## src/rtl/mem_rd_arbiter.sv

```systemverilog
// Two-way arbiter for the shared burst memory read channel (I-cache vs D-cache refill).
// The grant is held from the address handshake through the last response beat.
module mem_rd_arbiter #(
  parameter int unsigned ADDR_WIDTH = 32,
  parameter int unsigned DATA_WIDTH = 32,
  parameter int unsigned RR_EN      = 0
) (
  input  logic                  clk,
  input  logic                  rst,
  input  logic                  i_req_valid,
  input  logic [ADDR_WIDTH-1:0] i_req_addr,
  output logic                  i_req_ready,
  output logic                  i_rsp_valid,
  output logic [DATA_WIDTH-1:0] i_rsp_data,
  output logic                  i_rsp_last,
  input  logic                  i_rsp_ready,
  input  logic                  d_req_valid,
  input  logic [ADDR_WIDTH-1:0] d_req_addr,
  output logic                  d_req_ready,
  output logic                  d_rsp_valid,
  output logic [DATA_WIDTH-1:0] d_rsp_data,
  output logic                  d_rsp_last,
  input  logic                  d_rsp_ready,
  output logic                  mem_rd_req_valid,
  output logic [ADDR_WIDTH-1:0] mem_rd_req_addr,
  input  logic                  mem_rd_req_ready,
  input  logic                  mem_rd_rsp_valid,
  input  logic [DATA_WIDTH-1:0] mem_rd_rsp_data,
  input  logic                  mem_rd_rsp_last,
  output logic                  mem_rd_rsp_ready
);

  typedef enum logic [2:0] {
    S_IDLE = 3'b001,
    S_REQ  = 3'b010,
    S_RSP  = 3'b100
  } state_e;

  state_e r_state, w_state_nxt;
  logic   r_owner, w_owner_nxt;        // 0 = I-cache, 1 = D-cache
  logic   r_last_owner, w_last_owner_nxt;
  logic   w_pick_d;

  always_ff @(posedge clk) begin
    if (rst) begin
      r_state      <= S_IDLE;
      r_owner      <= 1'b0;
      r_last_owner <= 1'b0;
    end else begin
      r_state      <= w_state_nxt;
      r_owner      <= w_owner_nxt;
      r_last_owner <= w_last_owner_nxt;
    end
  end

  // On a tie, round-robin favours whoever did not own the previous burst.
  always_comb begin
    if (i_req_valid && d_req_valid) begin
      w_pick_d = (RR_EN != 0) ? ~r_last_owner : 1'b1;
    end else begin
      w_pick_d = d_req_valid;
    end
  end

  always_comb begin
    w_state_nxt      = r_state;
    w_owner_nxt      = r_owner;
    w_last_owner_nxt = r_last_owner;
    i_req_ready      = 1'b0;
    i_rsp_valid      = 1'b0;
    i_rsp_data       = '0;
    i_rsp_last       = 1'b0;
    d_req_ready      = 1'b0;
    d_rsp_valid      = 1'b0;
    d_rsp_data       = '0;
    d_rsp_last       = 1'b0;
    mem_rd_req_valid = 1'b0;
    mem_rd_req_addr  = '0;
    mem_rd_rsp_ready = 1'b0;

    unique case (r_state)
      S_IDLE: begin
        if (i_req_valid || d_req_valid) begin
          w_state_nxt = S_REQ;
          w_owner_nxt = w_pick_d;
        end
      end
      S_REQ: begin
        // A dropped owner request parks here without releasing the grant.
        mem_rd_req_valid = r_owner ? d_req_valid : i_req_valid;
        mem_rd_req_addr  = r_owner ? d_req_addr : i_req_addr;
        i_req_ready      = ~r_owner & mem_rd_req_ready;
        d_req_ready      = r_owner & mem_rd_req_ready;
        if (mem_rd_req_valid && mem_rd_req_ready) begin
          w_state_nxt = S_RSP;
        end
      end
      S_RSP: begin
        if (r_owner) begin
          d_rsp_valid      = mem_rd_rsp_valid;
          d_rsp_data       = mem_rd_rsp_data;
          d_rsp_last       = mem_rd_rsp_last;
          mem_rd_rsp_ready = d_rsp_ready;
        end else begin
          i_rsp_valid      = mem_rd_rsp_valid;
          i_rsp_data       = mem_rd_rsp_data;
          i_rsp_last       = mem_rd_rsp_last;
          mem_rd_rsp_ready = i_rsp_ready;
        end
        if (mem_rd_rsp_valid && mem_rd_rsp_ready && mem_rd_rsp_last) begin
          w_state_nxt      = S_IDLE;
          w_last_owner_nxt = r_owner;
        end
      end
      default: w_state_nxt = S_IDLE;
    endcase
  end

endmodule
```

## config.mk

```make
export PLATFORM = sky130hd
export DESIGN_NAME = mem_rd_arbiter
export DESIGN_NICKNAME = d
export VERILOG_FILES = /design/src/rtl/mem_rd_arbiter.sv
export SDC_FILE = /design/constraint.sdc
export NUM_CORES = 1
export LEC_CHECK = 0
export CORE_ASPECT_RATIO = 1.4
export CORE_MARGIN = 8
export CORE_UTILIZATION = 24
export CTS_CLUSTER_SIZE = 28
export DETAILED_ROUTE_END_ITERATION = 8
export PLACE_DENSITY = 0.87
export SYNTH_ARGS = -nofsm -noshare
export SYNTH_HDL_FRONTEND = slang
export SYNTH_SLANG_ARGS = --single-unit
export TNS_END_PERCENT = 5
```

## constraint.sdc

```tcl
create_clock -name clk -period 2 [get_ports clk]
set_input_delay 0.4 -clock clk [delete_from_list [all_inputs] [get_ports clk]]
set_output_delay 0.4 -clock clk [all_outputs]
set_load 0.1 [all_outputs]
```

# Yosys cells after proc, flatten, opt, wreduce, memory -nomap -nowiden
# Index checks and enable logic that the tools add are counted.
[word_totals]
ff_bits = 4
input_bits = 105
output_inout_bits = 104
wordCells = 44
[classes]
n_eq_ne = 6
muxes = 26
n_bitwise = 3
n_reduce_logical = 7
[op_table]
columns = ["op", "count"]
rows = [
  ["32-bit two-way mux", 6],
  ["1-bit two-way mux", 16],
  ["3-bit two-way mux", 3],
  ["3-bit case mux with 3 select lines", 1],
  ["2-bit != test, second input constant", 3],
  ["1-bit logical AND", 4],
  ["3-bit by 1-bit == test with 1-bit output, second input constant", 1],
  ["3-bit by 2-bit == test with 1-bit output, second input constant", 1],
  ["3-bit == test, second input constant", 1],
  ["3-bit AND reduction", 1],
  ["1-bit AND", 2],
  ["2-bit AND reduction", 1],
  ["1-bit logical OR", 1],
  ["1-bit inverter", 1],
]

# Depth between registers and ports, before layout
[logic_depth]
depth_word = 6
mapped_depth = 5
depth_no_buf = 4

# Worst setup path after synthesis
# OpenSTA, ideal clock, no wires.
[synth_path]
path_kind = "register to output"
start = "register r_state[0]"
end = "output port mem_rd_req_addr[10]"
arrival_time_ns = 2.085
required_ns = 1.600
setup_slack_ns = -0.485
stages_incl_launch_ff = 5
path_buffers = 1
cell_sequence = "dfxtp_1 and2b_1 nand2b_1 buf_2 nor2_1"
[synth_via]
elab_chain_cells = 2
[synth_rtl]
columns = ["element", "line_no", "source"]
rows = [
  ["start: declaration", "39", "state_e r_state, w_state_nxt;"],
  ["start signal: assignment", "50", "r_state <= w_state_nxt;"],
  ["3-bit by 2-bit == test with 1-bit output", "81", "unique case (r_state)"],
  ["32-bit two-way mux", "81", ""],
  ["end: declaration", "25", "output logic [ADDR_WIDTH-1:0] mem_rd_req_addr,"],
]
# No other way between the ends.

# Worst setup path in the final report
[layout_path]
start = "register r_state[1]"
end = "output port mem_rd_req_addr[23]"
# The elaborated chain is that of the path after synthesis.

==> results by group <==
Finish
  – Filler cell count: 249
  – Nets: 492
  – # diodes: 0
  – Layout cell share with drive strength beyond 1: 40.8%
  – P&R area growth vs syn: 254%

Clock tree
  – Resized Gates After CTS: 0
  – Post-CTS Hold Fix Bufs: 0
  – Post-CTS Setup Repair Bufs: 0
  – Htree depth: 1
  – Sink Count: 4
  – Clk root buf: clkbuf_8
  – Worst-path clk slew: roughly 30 ps
  – CTS Buffer Depth: 2
  – CTS tree: built
  – TritonCTS buffer count: 3
  – Clock Latency Late Sink: 230 ps

Routing
  – Final WL: approximately 9.6 mm
  – Met3 wire len: 860 um
  – Remaining antenna violation count: 0
  – Avg Vias per Cell: 4.80
  – DRC: 0
  – Met1 WL: 3.21 mm
  – Number of DRC markers in iteration 0: roughly 50
  – Drt first pass iters: 4
  – DR WL/cell: 21.4 um
  – Highest metal used: met4
  – Via Count: 2,167
  – Met2 wire length: 5.48 mm

Logic synthesis
  – Cells after Synth: 186
  – Mapped Area: 0.00130 mm^2
  – Distinct cells, synth: 23
  – Synth warn: 0
  – Mapped Nets: 291
  – Syn avg cell area: 6.98 um^2
  – Yosys reg bits: 4
  – Post-synthesis sequential area ratio: under 10%

Timing
  – Setup Skew: 5.04 ps
  – Final WS setup: 21.1 ps
  – Fmax: 505 MHz
  – Fin. Hold Viols: 0
  – Worst rel slew slack: approximately 71%
  – Final Cycle Share: 98.9%
  – Minimum clock period after layout: 1980 ps
  – Final Max Slew Viols: 0
  – Least-Margin Pin Slew: approximately 440 ps
  – Final setup viols: 0
  – Fin Hold WS: 656 ps

Global routing
  – Initial antenna violation count: 0
  – First-pass GRT wire length: 14.0 mm
  – Vias in the first global route: roughly 2,300
  – GRT Residual Overflow: 0
  – Largest net degree at the start of global routing: 41
  – Gr usage total: a little under a quarter

Run status
  – Outcome: finished clean

Power
  – Pwr dens: 241 mW/mm^2
  – Maximum vdd drop: 0.381 mV
  – Pleak: between 1.5 and 2 nW

Placement
  – Final GP Congestion: 0.767
  – Pre-CTS setup slack: 140 ps
  – Port bufs: 208
  – Post-DP HPWL: 8.41 mm

Critical path
  – WS Path Type: reg2out
  – Critical Path Max Stage Delay: 410 ps
  – Crit start category: flop
  – Crit-path max FO: 32
  – Critical path cell sequence: and2b_1 > nand2b_2 > buf_12 > nor2_2 > buf_12
  – Most frequent CP cell: buf_12
  – CP max stage cell: dfxtp_1
  – WP buf/inv: 2
  – CP Capture Type: primary output
  – Cell family with most CP delay: simple AND/OR/NAND/NOR gates
  – Worst endpoint required time: roughly 1600 ps
  – Worst path arrival time: 1580 ps

Floorplan
  – IO Pins: around 210
  – Total core area: a little over 0.005 mm^2
  – Die area: 0.00805 mm^2
  – Chip height: 103 um
  – Initial core utilization: ~25%
  – # rows: 31
  – Width of the die: 78.2 um

Run
  – Max_cap viols: 0

Min path
  – Worst min path class: reg2reg
-- state kept, by name, indices dropped and copies added (netlist names) --
| name | cells |
|---|---|
| r_owner | 1 |
| r_state | 3 |
-- cell type report --
cell class,count,area [um^2],area share [%]
multi-input combinational,164,1170,25.4
timing repair buffer,214,3220,70.1
clock buffer,3,41.3,0.899
tap,66,82.6,1.80
sequential,4,82.6,1.80
-- tightest hold or removal path, stage by stage (launching register included) --
cell      delay [ps]
dfxtp_2          390
o21bai_1         140
a211oi_2          70
-- synthesized netlist by cell type --
cell type,count,area (um^2)
a211oi_2,1,12.5
a21o_1,1,7.51
a21oi_1,2,10.0
a22oi_1,1,7.51
and2_1,35,219
and2_4,1,8.76
and2b_1,2,15.0
and3_1,35,219
buf_2,6,30.0
buf_6,9,101
clkbuf_1,3,11.3
dfxtp_1,4,80.1
mux2_4,1,15.0
mux2i_1,33,330
nand2_1,6,22.5
nand2b_1,1,6.26
nor2_1,37,139
nor2_4,1,11.3
nor3b_1,2,15.0
nor4b_1,1,8.76
o21ai_0,1,5.00
o21ai_2,1,8.76
o21bai_1,2,15.0
-- cells in the final DEF (no fill, tap or decap), drive strengths merged --
cell and n:
a211oi 1, a21o 1, a21oi 2, a22oi 1
and2 36, and2b 2, and3 35, buf 110
clkbuf 3, clkdlybuf4s50 104, dfxtp 4, mux2 1
mux2i 33, nand2 6, nand2b 1, nor2 38
nor3b 2, nor4b 1, o21ai 2, o21bai 2
-- stage by stage --
stage               utilization [%]  std cells  power [mW]  cell area (um^2)  TNS [ps]
floorplan                         -        186       0.525              1380     -2940
global placement               87.3        448       0.901              4540         0
detailed placement             87.3        448       0.928              4540         0
CTS                            88.1        451        1.11              4580         0
global route                   88.4        451        1.15              4590      -232
finish                         88.4        451        1.11              4590         0
-- report_power, final --
group,internal (mW),leakage [nW],switching (mW)
logic,0.399,1.84,0.426
registers,0.0897,0.0339,0.0164
clock network,0.129,0.0216,0.0484
total,0.618,1.89,0.491
-- path summary, 6_finish.rpt --
kind | cells past startpoint | startpoint | slack (ps) | endpoint
worst min-delay path | 2 | r_state[2] | 660 | r_state[2]
worst min register to register | 2 | r_state[2] | 660 | r_state[2]
worst max-delay path | 5 | r_state[1] | 20 | mem_rd_req_addr[23]
worst max register to register | 4 | r_owner | 590 | r_state[0]
-- cell families after synthesis --
logic type | count (synthesis) | synth area share, %
compound gates | 9 | 5.11
flops | 4 | 6.17
simple gates | 121 | 51.2
buf+inv | 18 | 11.0
mux | 34 | 26.6
-- routing by layer --
metal	track usage (%)	vias to the layer above
li1	-	1032
met2	44.9	130
met3	7.50	8
met4	4.01	0
met5	0	-
met1	21.8	997
(Power assumes the default switching activity.)
